### src/rtl/spi_slave.sv
// Mode-0, MSB-first SPI slave run entirely from the system clock.
// Pins are oversampled through 2-flop synchronisers; tx words come from a one-entry buffer.
module spi_slave #(
  parameter int DATA_WIDTH = 8
) (
  input  logic                  clk,
  input  logic                  reset,
  input  logic                  spi_clk,
  input  logic                  cs,
  input  logic                  mosi,
  output logic                  miso,
  input  logic [DATA_WIDTH-1:0] tx_data,
  input  logic                  tx_load,
  output logic                  tx_ready,
  output logic [DATA_WIDTH-1:0] rx_data,
  output logic                  rx_valid,
  output logic                  rx_abort,
  output logic                  tx_underrun
);

  localparam int CW = $clog2(DATA_WIDTH + 1);
  localparam logic [CW-1:0] CNT_ZERO = CW'(0);
  localparam logic [CW-1:0] CNT_ONE  = CW'(1);
  localparam logic [CW-1:0] CNT_LAST = CW'(DATA_WIDTH - 1);
  localparam logic [DATA_WIDTH-1:0] WORD_ZERO = DATA_WIDTH'(0);

  typedef enum logic {ST_IDLE = 1'b0, ST_ACTIVE = 1'b1} state_t;

  state_t                state_q, state_d;
  logic [2:0]            sclk_sync_q, sclk_sync_d;
  logic [2:0]            cs_sync_q, cs_sync_d;
  logic [1:0]            mosi_sync_q, mosi_sync_d;
  logic [CW-1:0]         cnt_q, cnt_d;
  logic                  reload_q, reload_d;
  logic [DATA_WIDTH-1:0] shift_tx_q, shift_tx_d;
  logic [DATA_WIDTH-1:0] shift_rx_q, shift_rx_d;
  logic [DATA_WIDTH-1:0] rx_data_q, rx_data_d;
  logic [DATA_WIDTH-1:0] buf_q, buf_d;
  logic                  buf_full_q, buf_full_d;
  logic                  rx_valid_q, rx_valid_d;
  logic                  rx_abort_q, rx_abort_d;
  logic                  tx_underrun_q, tx_underrun_d;
  logic                  word_load_s;
  logic [DATA_WIDTH-1:0] rx_word_s;
  logic                  sclk_rise_s, sclk_fall_s, cs_rise_s, cs_fall_s;

  assign sclk_rise_s = sclk_sync_q[1] & ~sclk_sync_q[2];
  assign sclk_fall_s = ~sclk_sync_q[1] & sclk_sync_q[2];
  assign cs_rise_s   = cs_sync_q[1] & ~cs_sync_q[2];
  assign cs_fall_s   = ~cs_sync_q[1] & cs_sync_q[2];

  // Next-state logic for synchronisers, frame FSM, shift registers and tx buffer.
  always_comb begin
    sclk_sync_d   = {sclk_sync_q[1:0], spi_clk};
    cs_sync_d     = {cs_sync_q[1:0], cs};
    mosi_sync_d   = {mosi_sync_q[0], mosi};
    state_d       = state_q;
    cnt_d         = cnt_q;
    reload_d      = reload_q;
    shift_tx_d    = shift_tx_q;
    shift_rx_d    = shift_rx_q;
    rx_data_d     = rx_data_q;
    buf_d         = buf_q;
    buf_full_d    = buf_full_q;
    rx_valid_d    = 1'b0;
    rx_abort_d    = 1'b0;
    tx_underrun_d = 1'b0;
    word_load_s   = 1'b0;
    rx_word_s     = {shift_rx_q[DATA_WIDTH-2:0], mosi_sync_q[1]};
    case (state_q)
      ST_IDLE: begin
        cnt_d = CNT_ZERO;
        if (cs_fall_s) begin
          state_d     = ST_ACTIVE;
          word_load_s = 1'b1;
        end else begin
          state_d = ST_IDLE;
        end
      end
      ST_ACTIVE: begin
        // cs deassertion wins over an spi_clk edge seen in the same cycle
        if (cs_rise_s) begin
          state_d    = ST_IDLE;
          cnt_d      = CNT_ZERO;
          reload_d   = 1'b0;
          shift_rx_d = WORD_ZERO;
          shift_tx_d = WORD_ZERO;
          rx_abort_d = (cnt_q != CNT_ZERO);
        end else if (sclk_rise_s) begin
          shift_rx_d = rx_word_s;
          if (cnt_q == CNT_LAST) begin
            rx_data_d  = rx_word_s;
            rx_valid_d = 1'b1;
            cnt_d      = CNT_ZERO;
            reload_d   = 1'b1;
          end else begin
            cnt_d = cnt_q + CNT_ONE;
          end
        end else if (sclk_fall_s) begin
          if (reload_q) begin
            word_load_s = 1'b1;
            reload_d    = 1'b0;
          end else begin
            shift_tx_d = {shift_tx_q[DATA_WIDTH-2:0], 1'b0};
          end
        end else begin
          state_d = ST_ACTIVE;
        end
      end
      default: begin
        state_d = ST_IDLE;
      end
    endcase
    if (word_load_s) begin
      if (buf_full_q) begin
        shift_tx_d = buf_q;
        buf_full_d = 1'b0;
      end else begin
        shift_tx_d    = WORD_ZERO;
        tx_underrun_d = 1'b1;
      end
    end else begin
      tx_underrun_d = 1'b0;
    end
    // A load that drains the buffer frees it for a tx_load in the same cycle
    if (tx_load && (!buf_full_q || word_load_s)) begin
      buf_d      = tx_data;
      buf_full_d = 1'b1;
    end else begin
      buf_d = buf_q;
    end
  end

  // State register with synchronous reset; cs synchroniser clears low so reset never fakes a falling edge.
  always_ff @(posedge clk) begin
    if (reset) begin
      state_q       <= ST_IDLE;
      sclk_sync_q   <= 3'b000;
      cs_sync_q     <= 3'b000;
      mosi_sync_q   <= 2'b00;
      cnt_q         <= CNT_ZERO;
      reload_q      <= 1'b0;
      shift_tx_q    <= WORD_ZERO;
      shift_rx_q    <= WORD_ZERO;
      rx_data_q     <= WORD_ZERO;
      buf_q         <= WORD_ZERO;
      buf_full_q    <= 1'b0;
      rx_valid_q    <= 1'b0;
      rx_abort_q    <= 1'b0;
      tx_underrun_q <= 1'b0;
    end else begin
      state_q       <= state_d;
      sclk_sync_q   <= sclk_sync_d;
      cs_sync_q     <= cs_sync_d;
      mosi_sync_q   <= mosi_sync_d;
      cnt_q         <= cnt_d;
      reload_q      <= reload_d;
      shift_tx_q    <= shift_tx_d;
      shift_rx_q    <= shift_rx_d;
      rx_data_q     <= rx_data_d;
      buf_q         <= buf_d;
      buf_full_q    <= buf_full_d;
      rx_valid_q    <= rx_valid_d;
      rx_abort_q    <= rx_abort_d;
      tx_underrun_q <= tx_underrun_d;
    end
  end

  assign miso        = (state_q == ST_ACTIVE) ? shift_tx_q[DATA_WIDTH-1] : 1'b0;
  assign tx_ready    = ~buf_full_q;
  assign rx_data     = rx_data_q;
  assign rx_valid    = rx_valid_q;
  assign rx_abort    = rx_abort_q;
  assign tx_underrun = tx_underrun_q;

endmodule

### config.mk
export PLATFORM = sky130hd
export DESIGN_NAME = spi_slave
export DESIGN_NICKNAME = d
export VERILOG_FILES = /design/src/rtl/spi_slave.sv
export SDC_FILE = /design/constraint.sdc
export NUM_CORES = 1
export LEC_CHECK = 0
export BUFFER_PORTS_ARGS = -buffer_cell sky130_fd_sc_hd__buf_2
export CORE_MARGIN = 1
export CORE_UTILIZATION = 56
export CTS_CLUSTER_SIZE = 16
export DETAILED_ROUTE_END_ITERATION = 10
export PLACE_DENSITY = 0.78
export SKIP_CTS_REPAIR_TIMING = 1
export SLEW_MARGIN = 20
export SYNTH_ARGS = -nofsm -noshare
export SYNTH_HDL_FRONTEND = slang
export SYNTH_SLANG_ARGS = --single-unit
### constraint.sdc
create_clock -name clk -period 2.3 [get_ports clk]
set_clock_uncertainty 0.05 [all_clocks]
set_input_delay 0.345 -clock clk [delete_from_list [all_inputs] [get_ports clk]]
set_output_delay 0.345 -clock clk [all_outputs]
set_load 0.02 [all_outputs]
* Word-level counts from Yosys, hierarchy flattened *
Cells that the tools add are included.

word-level totals
  word-level logic and storage cells = 79
  output and inout port bits = 13
  register bits after elaboration = 49

operators by class
  reductions and logical operators = 16
  bitwise gates (word level) = 13
  muxes and demuxes = 30
  $add $sub $neg = 1
  equality and inequality tests = 5

operator list
  kind                                                                      count
  8-bit 2-to-1 mux                                                          7
  1-bit 2-to-1 mux                                                          15
  7-bit 2-to-1 mux                                                          2
  4-bit 2-to-1 mux                                                          3
  3-bit by 1-bit inequality test with 1-bit output (second input constant)  3
  1-bit inverter                                                            9
  4-bit case mux with 2 select lines                                        1
  4-bit AND reduction                                                       2
  2-bit nonzero test                                                        3
  3-bit nonzero test                                                        2
  4-bit by 1-bit adder with 4-bit output (second input constant)            1
  1-bit AND                                                                 4
  4-bit by 3-bit == test with 1-bit output (second input constant)          1
  1-bit case mux with 2 select lines                                        2
  4-bit nonzero test                                                        1
  4-bit OR reduction                                                        1
  3-bit by 2-bit inequality test with 1-bit output (second input constant)  1
  3-bit AND reduction                                                       1
  3-bit OR reduction                                                        1
  2-bit AND reduction                                                       1
  2-bit OR reduction                                                        1
  1-bit logical AND                                                         1
  1-bit logical NOT                                                         1
  1-bit logical OR                                                          1

* Logic depth before layout (Yosys ltp) *
  word-level depth = 9
  depth in mapped cells = 8
  mapped depth without buffers = 6

* Worst setup path before layout *
OpenSTA, ideal clock, no wires.

  kind = reg2reg
  start = register sclk_sync_q[2]
  end = register buf_q[0]
  path buffers = 2
  path slack = 0.672 ns
  period minus slack after synthesis = 1.628 ns
  arrival = 1.506 ns
  cell stages (with the launch flop) = 9
  cells stage by stage = dfxtp_1 -> inv_1 -> ha_1 -> buf_4 -> nor2b_2 -> a41oi_1 -> a21boi_1 -> buf_4 -> mux2i_1

on the way
  longest elaborated chain between the ends = 7

ends and longest elaborated chain
  element                                               line    text
  from (decl)                                           30      logic [2:0] sclk_sync_q, sclk_sync_d;
  from (signal assigned)                                153     sclk_sync_q <= sclk_sync_d;
  1-bit AND / 1-bit inverter (equally long branches)    48, 47
  1-bit 2-to-1 mux / 1-bit AND (equally long branches)  99, 47
  1-bit 2-to-1 mux (*)                                  89      end else if (sclk_rise_s) begin
  1-bit 2-to-1 mux (*)                                  82      if (cs_rise_s) begin
  1-bit case mux with 2 select lines (*)                70      case (state_q)
  1-bit logical OR (*)                                  126     if (tx_load && (!buf_full_q || word_load_s)) begin
  1-bit logical AND (*)                                 126
  to (signal assigned)                                  161     buf_q <= buf_d;
  to (decl)                                             38      logic [DATA_WIDTH-1:0] buf_q, buf_d;

Every way passes the cells marked *; elsewhere a longest branch is shown, timed or not.
A chain may end at the register's enable or synchronous reset.

* Worst setup path after layout *
  start = register sclk_sync_q[2]
  end = register shift_tx_q[1]

on the way
  longest elaborated chain between the ends = 7

ends and longest elaborated chain
  element                                                                                          line    text
  1-bit AND / 1-bit inverter (equally long branches)                                               48, 47
  1-bit 2-to-1 mux / 1-bit AND (equally long branches)                                             99, 47
  1-bit 2-to-1 mux                                                                                 89
  1-bit 2-to-1 mux                                                                                 82
  1-bit case mux with 2 select lines                                                               70
  3-bit by 2-bit inequality test with 1-bit output (no source line), or another cell as far along  n/a
  4-bit AND reduction (no source line)                                                             n/a
  to (signal assigned)                                                                             158     shift_tx_q <= shift_tx_d;
  to (decl)                                                                                        35      logic [DATA_WIDTH-1:0] shift_tx_q, shift_tx_d;

Several ways; a longest one is shown, not always the timed one.

==> summary.md <==
| Metric | Value |
|---|---|
| Simple-gate area share of the yosys netlist | 0.1972 |
| Max Fclk | roughly 470 MHz |
| Clock share of power | 0.294 |
| Hold path cells | 2 |
| Crit path kind | reg2reg |
| Combinational power share | 0.069 |
| Power per cell area | 630.1 mW/mm² |
| ANT nets after route | 0 |
| Final period util | 0.9270 |
| Reported net switching power | 0.3519 mW |
| XOR/XNOR Fraction of Synth Area | 0.004313 |
| Max-cap check violation count | 0 |
| Io pins | 27 |
| Pre-antenna DRT Iters | 4 |
| Sequential Power Share | 0.637 |
| CTS tree | built |
| Number of global-route vias before repair | approximately 1400 |
| Global placement routability congestion | about 0.7 |
| Clock-pin slew of the registers on the worst-case setup and hold paths | about 140 ps |
| WL per Instance | 13.23 µm |
| Worst slew pin tran | 882.7 ps |
| Avg Vias per Cell | 5.478 |
| Syn_area_per_cell | 10.10 µm² |
| Multiplexer area fraction after synthesis | 0.08380 |
| ANT cells | 0 |
| Hold path endpoint | sclk_sync_q[0] |
| Crit path cell chain | inv_1 -> ha_1 -> nor2b_2 -> a311oi_2 -> a22oi_1 -> a211oi_1 |
| Root Buffer | clkbuf_4 |
| Htree depth | 2 |
| Cell row count | 21 |
| Final WL | 3573 µm |
| Starting density of the core | 0.5945 |
| Worst-path maximum fanout | 10 |
| Syn Inst Count | 201 |
| Share of cells above drive strength 1 | 0.1964 |
| Final setup fails | 0 |
| CP max stage delay | 610 ps |
| WP depth | 6 |
| PnR Total Power | 1.394 mW |
| HP Start | spi_clk |
| Adder-cell share of the synthesized area | 0.02465 |
| Clock Latency Late Sink | 380 ps |
| Worst hold slack | 134.3 ps |
| Crit-path slowest cell | a311oi_2 |
| Distinct cells, synth | 41 |
| Crit path time final | 2132 ps |
| Routed vias | 1479 |
| Crit. End Element | flip-flop |
| Commonest cells after routing, fill and taps aside | dfxtp_1, buf_2, nor2_1 |
| Sw frac | 0.2525 |
| Synthesized flop and latch total | 49 |
| PortBufs | 26 |
| Initial antenna violation count | 0 |
| Core Area | 0.003416 mm² |
| Max IR drop VDD | 0.3449 mV |
| Worst Path Required | 2530 ps |
| Commonest non-fill, non-tap cell in the layout | dfxtp_1 |
| CP Data Arrival Time | about 2400 ps |
| FF-to-FF path depth | 6 |
| Worst Setup Start Kind | flip-flop |
| # fillers | 304 |
| Yosys warns | 0 |
| Fin. Hold Viols | 0 |
| Critical path's top delay family | compound AO/OA/AOI/OAI gates |
| Die Ht | a little over 60 µm |
| Die W | 62.22 µm |
| Fin util | 0.6476 |
| Clk buf depth | 2 |
| Min-Delay Path Class | in2reg |
| Total Routing Usage GR | 0.2009 |
| Syn nets | 219 |
| Status | complete, no violations |
| Internal cell power | roughly 1.0 mW |
| Largest net degree at the start of global routing | 58 |
| Largest family of logic cells by synthesized area | simple AND/OR/NAND/NOR gates |
| Complex-gate fraction of the synthesized area | 0.1565 |
| Remaining Overflow, GRT | 0 |
| Layout Nets | 241 |
| Register area share after synthesis | 0.4831 |
| Initial detailed-routing violation count | 67 |
| R2R Path Start | sclk_sync_q[2] |
| Most area-hungry cell type in the Yosys netlist | dfxtp_1 |
| CTS buffer count | 5 |
| Die area | 0.003871 mm² |
| R2R Setup Slk | 170 ps |
| DRC violations left | 0 |
| Reg2reg end | shift_tx_q[1] |
| Rel. slew slack | 0.4115 |
| Clk sink count | 49 |
| Post-DP HPWL | 2532 µm |
| RSZ-0062 raised after global routing | false |
| First-pass GRT wire length | 6161 µm |
| Area contributors post-synth | dfxtp_1, mux2i_1, nand2b_1 |
| Share of the synthesized area in the top cell type | 0.4831 |
| Leak Pwr | 0.8934 nW |
| Buf+Inv Stages, Crit Path | 1 |
| Setup TNS | 0 ps |
| P&R area growth vs syn | 8.934% |
| Slew Viols, Final | 0 |
| Synthesized cell area | 0.002031 mm² |
[worst max-delay path by stage]
stage	startpoint	to
floorplan	sclk_sync_q[2]	buf_q[0]
global placement	state_q	buf_q[0]
detailed placement	sclk_sync_q[2]	shift_tx_q[1]
CTS	sclk_sync_q[2]	shift_tx_q[1]
global route	state_q	buf_q[0]
finish	sclk_sync_q[2]	shift_tx_q[1]
[state kept, by name, indices dropped and copies added (netlist names)]
signal,cells
buf_full_q,1
buf_q,8
cnt_q,4
cs_sync_q,3
mosi_sync_q,2
reload_q,1
rx_abort,1
rx_data,8
rx_valid,1
sclk_sync_q,3
shift_rx_q,7
shift_tx_q,8
state_q,1
tx_underrun,1
[power groups by stage]
| stage | clock [mW] | combinational [mW] | sequential (mW) |
|---|---|---|---|
| after global routing | 0.460 | 0.106 | 0.891 |
| after global placement | 0 | 0.0910 | 0.905 |
| after floorplan | 0 | 0.0773 | 0.900 |
| after CTS | 0.425 | 0.0961 | 0.888 |
| after detailed placement | 0 | 0.0960 | 0.906 |
| final | 0.410 | 0.0956 | 0.888 |
[routing by layer]
| layer | wire length (µm) | vias up | track usage |
|---|---|---|---|
| li1 | - | 745 | - |
| met1 | 1656 | 694 | 0.2395 |
| met2 | 1707 | 32 | 0.3407 |
| met3 | 149 | 8 | 0.05699 |
| met4 | 60 | 0 | 0.07849 |
| met5 | 0 | - | 0 |
[worst reg2reg max path, stage by stage (launching register included)]
cell      delay, ps
dfxtp_1         330
inv_1            50
ha_1            370
nor2b_2         120
a311oi_2        610
a22oi_1         200
a211oi_1        310
[final cells by class]
cell class,count,area [µm²],area share
Multi-Input combinational cell,133,947.2,0.4282
Tap cell,46,57.56,0.02602
Inverter,7,26.28,0.01188
Timing Repair Buffer,27,137.6,0.06222
Clock buffer,5,37.54,0.01697
Sequential cell,49,980.9,0.4434
Clock inverter,3,25.02,0.01131
[synthesized netlist by cell type, drive strengths merged]
| cell | instances |
|---|---|
| a21boi | 1 |
| or2 | 1 |
| xor2 | 1 |
| a41oi | 1 |
| ha | 4 |
| or3b | 1 |
| nor3b | 2 |
| nor2b | 9 |
| a21oi | 3 |
| o31a | 1 |
| nand2b | 17 |
| nor3 | 10 |
| and2b | 1 |
| clkbuf | 4 |
| o21ai | 3 |
| buf | 8 |
| nand4 | 1 |
| a32o | 1 |
| a311oi | 1 |
| a2111oi | 1 |
| nand2 | 5 |
| and4b | 1 |
| o21a | 1 |
| a211oi | 9 |
| nand3b | 1 |
| inv | 7 |
| mux2i | 17 |
| or3 | 2 |
| o21bai | 1 |
| o211ai | 1 |
| nor2 | 20 |
| and2 | 1 |
| nand3 | 1 |
| dfxtp | 49 |
| a22oi | 14 |
[cells by family (layout without fill, tap and decap cells)]
group           after synthesis  after routing
compound gates               38             38
simple gates                 73             73
mux                          17             17
fa+ha+maj                     4              4
xor+xnor                      1              1
flops                        49             49
buf+inv                      19             42
[metrics by stage]
step,instance area (µm²),setup slack [ps],std cells
global placement,2150,408.3,262
floorplan,2031,671.9,201
CTS,2212,201.2,270
detailed placement,2150,227.0,262
global route,2212,64.50,270
finish,2212,167.8,270
No activity file was read; power rests on OpenSTA's default activity.
